`config.mk`:
```
export PLATFORM = sky130hd
export DESIGN_NAME = wide_add_sequencer
export DESIGN_NICKNAME = d
export VERILOG_FILES = /design/src/rtl/adder_pkg.sv /design/src/rtl/bypass_adder32_slice.sv /design/src/rtl/wide_add_sequencer.sv
export SDC_FILE = /design/constraint.sdc
export NUM_CORES = 1
export LEC_CHECK = 0
export CORE_MARGIN = 1.5
export CORE_UTILIZATION = 45
export CTS_BUF_LIST = sky130_fd_sc_hd__clkbuf_8
export DETAILED_ROUTE_END_ITERATION = 8
export PLACE_DENSITY = 0.76
export SETUP_SLACK_MARGIN = 0.2
export SLEW_MARGIN = 0
export SYNTH_ARGS = -nofsm -noshare
export SYNTH_HDL_FRONTEND = slang
export SYNTH_HIERARCHICAL = 1
export SYNTH_SLANG_ARGS = --single-unit
```
`constraint.sdc`:
```
create_clock -name clk -period 17.2 [get_ports clk]
set_input_delay 1.72 -clock clk [delete_from_list [all_inputs] [get_ports clk]]
set_output_delay 1.72 -clock clk [all_outputs]
set_load 0.005 [all_outputs]
```
`src/rtl/adder_pkg.sv`:
```
// Shared types and constants for the wide add/subtract sequencer and its adder slice.
package adder_pkg;

  localparam int DEF_W     = 32;
  localparam int DEF_WORDS = 4;

  typedef enum logic [1:0] {
    IDLE = 2'd0,
    RUN  = 2'd1,
    DONE = 2'd2
  } state_t;

  // Word index width; a single-bit index is kept even for degenerate sizes.
  function automatic int idx_width(input int words);
    return (words > 1) ? $clog2(words) : 1;
  endfunction

endpackage

```
`src/rtl/bypass_adder32_slice.sv`:
```
// Combinational W-bit carry-bypass adder built from 4-bit skip groups.
module bypass_adder32_slice #(
  parameter int W = 32
) (
  input  logic [W-1:0] A,
  input  logic [W-1:0] B,
  input  logic         Cin,
  output logic [W-1:0] S,
  output logic         Cout,
  output logic         overFlow
);

  localparam int GROUPS = W / 4;

  logic [W-1:0]      prop;
  logic [W-1:0]      gen;
  logic [W-1:0]      rc;          // ripple carry into each bit, restarted per group
  logic [GROUPS:0]   gc;          // carry between groups, taken from the skip mux
  logic [GROUPS-1:0] grp_ripple;

  assign prop  = A ^ B;
  assign gen   = A & B;
  assign gc[0] = Cin;

  for (genvar g = 0; g < GROUPS; g++) begin : g_grp
    assign rc[g*4] = gc[g];
    for (genvar b = 0; b < 3; b++) begin : g_bit
      assign rc[g*4+b+1] = gen[g*4+b] | (prop[g*4+b] & rc[g*4+b]);
    end
    assign grp_ripple[g] = gen[g*4+3] | (prop[g*4+3] & rc[g*4+3]);
    // When every bit of the group propagates, the group carry-in bypasses the ripple.
    assign gc[g+1] = (&prop[g*4 +: 4]) ? gc[g] : grp_ripple[g];
  end

  assign S        = prop ^ rc;
  assign Cout     = gc[GROUPS];
  assign overFlow = rc[W-1] ^ Cout;

endmodule

```
`src/rtl/wide_add_sequencer.sv`:
```
// Word-serial WORDS*W-bit add/subtract through one shared W-bit bypass adder slice,
// least-significant word first, with valid/ready on both operand and result sides.
module wide_add_sequencer
  import adder_pkg::*;
#(
  parameter int W     = DEF_W,
  parameter int WORDS = DEF_WORDS
) (
  input  logic               clk,
  input  logic               rst,
  input  logic               in_valid,
  output logic               in_ready,
  input  logic [W*WORDS-1:0] A,
  input  logic [W*WORDS-1:0] B,
  input  logic               Cin,
  input  logic               Sub,
  output logic               out_valid,
  input  logic               out_ready,
  output logic [W*WORDS-1:0] S,
  output logic               Cout,
  output logic               overFlow
);

  localparam int N  = W * WORDS;
  localparam int IW = idx_width(WORDS);
  localparam logic [IW-1:0] LAST_IDX = IW'(WORDS - 1);

  state_t        state, state_next;
  logic [N-1:0]  a_reg, b_reg;
  logic          sub_reg;
  logic          carry_reg;
  logic [IW-1:0] idx;

  logic [W-1:0]  a_word, b_word, sum_word;
  logic          slice_cout, slice_ovf;
  logic          accept, last_word;

  assign accept    = in_valid & in_ready;
  assign last_word = (idx == LAST_IDX);
  assign a_word    = a_reg[idx*W +: W];
  assign b_word    = sub_reg ? ~b_reg[idx*W +: W] : b_reg[idx*W +: W];

  bypass_adder32_slice #(.W(W)) u_slice (
    .A        (a_word),
    .B        (b_word),
    .Cin      (carry_reg),
    .S        (sum_word),
    .Cout     (slice_cout),
    .overFlow (slice_ovf)
  );

  // NOTE: state elements use non-blocking assignments so every flop samples pre-edge values.
  always_ff @(posedge clk or posedge rst) begin
    if (rst) state <= IDLE;
    else     state <= state_next;
  end

  // NOTE: every output of this block gets a default first, so no path can infer a latch.
  always_comb begin
    state_next = state;
    in_ready   = 1'b0;
    out_valid  = 1'b0;
    case (state)
      IDLE: begin
        in_ready = 1'b1;
        if (in_valid) state_next = RUN;
      end
      RUN: begin
        if (last_word) state_next = DONE;
      end
      DONE: begin
        out_valid = 1'b1;
        if (out_ready) state_next = IDLE;
      end
      default: state_next = IDLE;
    endcase
  end

  always_ff @(posedge clk or posedge rst) begin
    if (rst) begin
      a_reg     <= '0;
      b_reg     <= '0;
      sub_reg   <= 1'b0;
      carry_reg <= 1'b0;
      idx       <= '0;
      S         <= '0;
      Cout      <= 1'b0;
      overFlow  <= 1'b0;
    end else if (accept) begin
      a_reg     <= A;
      b_reg     <= B;
      sub_reg   <= Sub;
      carry_reg <= Sub ? 1'b1 : Cin;
      idx       <= '0;
    end else if (state == RUN) begin
      S[idx*W +: W] <= sum_word;
      carry_reg     <= slice_cout;
      if (last_word) begin
        Cout     <= slice_cout;
        overFlow <= slice_ovf;
      end else begin
        idx <= idx + 1'b1;
      end
    end
  end

endmodule
```
==> impl_metrics.py <==
metrics = {
    "power": {
        "peakVddDrop_v": 0.000135,
        "power.density_mw_per_mm2": 231,
        "p_leak_nw": 11.4,
    },
    "die": {
        "fp.dieH_microns": 201,
        "coreArea_sq_mm": 0.0387,
        "num_rows": 72,
        "start_util": 0.457,
        "die_w_microns": 201,
        "die_area_sq_mm": 0.0406,
        "ios": 394,
    },
    "yosys": {
        "yosysUniqueCellTypes": 41,
        "yosys_register_bits": 392,
        "synthArstFlopShare": 1.00,
        "synth_top_cell_area_share": 0.554,
        "synth_area_leaders": "dfrtp_1 (55%), nand2_1 (17%), mux4_2 (8.1%)",
        "synth-edff-count": 0,
        "synth_area_sq_mm": 0.0177,
        "synth_area_per_cell_sq_um": 10.8,
        "synthFlopType": "dfrtp_1",
        "ys_seq_area_frac": 0.554,
        "synth.largest_area_cell": "dfrtp_1",
        "ys_warn_count": 6,
        "syn-num-nets": 1974,
        "syn_inst": 1643,
    },
    "cells_and_area": {
        "area_growth_pct": 32.7,
        "nNetsFinal": 2353,
        "layout-drive-gt1-share": 0.0966,
        "final_util": 0.607,
    },
    "detailed_routing": {
        "postRouteAntennaNets": 0,
        "drt_iter0_markers": 707,
        "dr.pass1.iters": 5,
        "drc_errors": 0,
        "vias_per_cell": 5.26,
        "routed_wl_microns": 50200,
        "vias": 13600,
        "wl_per_cell_microns": 19.4,
    },
    "grt": {
        "grt_max_degree": 261,
        "overflow": 0,
        "antenna_found_initial": 3,
        "grt_pass1_wl_microns": 79100,
        "grtUsageTotal": 0.252,
        "grt_pass1_vias": 14200,
    },
    "cts": {
        "hold_buffers": 0,
        "clock-sinks": 392,
        "cts-htree-levels": 3,
        "cts_buffers": 68,
        "clk_latency_ns": 0.60,
        "worst_setup_hold_path_clk_slew_ns": 0.06,
        "cts_tree": "built",
        "cts_max_path_buffers": 3,
        "cts-root-buf": "clkbuf_8",
    },
    "timing": {
        "skew_ns": 0.0309,
        "period_minus_slack_ns": 16.34,
        "tightest_slew_ns": 1.14,
        "final-hold-violation-count": 0,
        "period_share": 0.950,
        "rsz0062_at_grt": "no",
        "max_freq_mhz": 61.2,
        "slew_violations": 0,
        "setup_ws_ns": 0.863,
        "relSlewSlack": 0.239,
        "finalSetupTns_ns": 0,
        "setup_viol": 0,
    },
    "placement": {
        "post-place-ws_ns": 0.731,
        "portBuffers": 393,
        "gp_congestion": 0.854,
        "dpl.hpwl_microns": 35400,
    },
    "setup_path": {
        "crit_slowest_cell": "mux4_2",
        "crit_family": "adder cells",
        "cp.required_ns": 17.75,
        "critPathArrivalTime_ns": 16.88,
        "crit_path_start_kind": "flop",
        "max_stage_delay_ns": 0.57,
        "cp_num_buf_inv": 3,
        "cp_max_fo": 33,
        "path_class": "flop to flop",
        "crit_top_cell": "fa_1",
        "end_kind": "flop",
    },
    "run": {
        "max_cap_violations": 0,
    },
    "worst_hold_path": {
        "hp-class": "flop to flop",
    },
    "status": {
        "status": "finished, final reports clean",
    },
}
==> Yosys cell counts, types with 2 or more instances <==
master	count
nand2_1	781
dfrtp_1	392
a22o_1	128
mux4_2	64
buf_2	62
ha_1	37
fa_1	32
xor2_1	32
clkbuf_1	29
inv_1	14
nor2_1	10
nand4_1	7
buf_4	5
buf_6	5
o21ai_0	5
a21oi_1	4
nand2b_1	3
nand3b_1	3
nor2b_1	3
mux2_2	2
nand3_1	2
nor3b_1	2
nor4b_2	2
nor4b_4	2
==> cell families after synthesis <==
family	count (synthesis)	share of synthesized area
XOR/XNOR	33	0.0163
adder cells (fa/ha/maj)	69	0.0623
AO/OA/AOI/OAI	146	0.0706
flip-flops	392	0.554
multiplexers	67	0.0835
buffers and inverters	116	0.0321
AND/OR/NAND/NOR	820	0.182
==> final timing paths <==
| kind | from | to | slack (ns) | cells after the start |
|---|---|---|---|---|
| max | idx[0]$_DFFE_PP0P_ | overFlow$_DFFE_PP0P_ | 0.86 | 53 |
| min reg2reg | b_reg[85]$_DFFE_PP0P_ | b_reg[85]$_DFFE_PP0P_ | 0.47 | 2 |
| max in group asynchronous | rst | idx[0]$_DFFE_PP0P_ | 13.08 | 4 |
| min | b_reg[85]$_DFFE_PP0P_ | b_reg[85]$_DFFE_PP0P_ | 0.47 | 2 |
| max reg2reg | idx[0]$_DFFE_PP0P_ | overFlow$_DFFE_PP0P_ | 0.86 | 53 |
| min in group asynchronous | rst | b_reg[89]$_DFFE_PP0P_ | 1.62 | 2 |
==> through the flow <==
step | hold slack, ns | instances | cell area (sq um) | power [mW]
after floorplan | 0.440 | 1643 | 17700 | 3.33
after global placement | 0.453 | 2470 | 22000 | 4.35
after detailed placement | 0.457 | 2470 | 22000 | 4.47
after CTS | 0.472 | 2588 | 23500 | 5.43
after global routing | 0.485 | 2589 | 23500 | 5.81
final | 0.469 | 2589 | 23500 | 5.43
==> report_power, final <==
| group | switching, mW | internal [mW] |
|---|---|---|
| clock | 0.379 | 0.561 |
| combinational | 1.73 | 1.21 |
| sequential | 0.230 | 1.32 |
| total | 2.34 | 3.09 |
==> metal layers <==
| metal | part of all wire | vias to the layer above | global-route usage | wire [microns] |
|---|---|---|---|---|
| li1 | - | 6185 | - | - |
| met1 | 0.44 | 6761 | 0.358 | 22200 |
| met2 | 0.46 | 565 | 0.380 | 22800 |
| met3 | 0.073 | 92 | 0.0556 | 3640 |
| met4 | 0.029 | 4 | 0.0986 | 1440 |
| met5 | 0.00046 | - | 0 | 23 |
==> final cells by class <==
type                    count  area [sq um]
fillers                  3186         15200
flip-flops and latches    392          9820
multi-input cells        1135          7370
repair buffers            411          4110
clock buffers              84          1160
well taps                 518           648
clock inverters            34           358
inverters                  14          60.1
diodes                      1          2.50
==> worst min-delay path, cell delays in order (launching register included) <==
cell and delay [ns]:
dfrtp_1 0.33, nand2_1 0.05, nand2_1 0.05
==> cell usage in the layout, fill, tap and decap left out, types with 2 or more instances in the layout <==
master,synthesis,final
inv_1,14,29
fa_1,32,32
clkdlybuf4s50_1,0,393
a21oi_1,4,4
nand2_1,781,781
nand3_1,2,2
ha_1,37,37
nand2b_1,3,3
or3b_4,1,2
clkbuf_8,0,84
o21ai_0,5,5
xor2_1,32,32
nor4b_4,2,4
nand3b_1,3,3
dfrtp_4,0,2
nor2b_1,3,3
buf_4,5,15
bufinv_16,0,8
buf_12,0,3
clkinvlp_4,0,3
nand4_1,7,7
mux4_2,64,64
a22o_1,128,128
nor2_1,10,10
dfrtp_1,392,389
mux2_2,2,2
clkinv_2,0,7
==> what timing repair did <==
action,in CTS,in global routing
gates resized for setup,0,4
endpoints found under the hold margin,0,0
buffers inserted,0,0
setup endpoints to repair,0,3
Note: power is estimated with default switching activity, not from simulation.
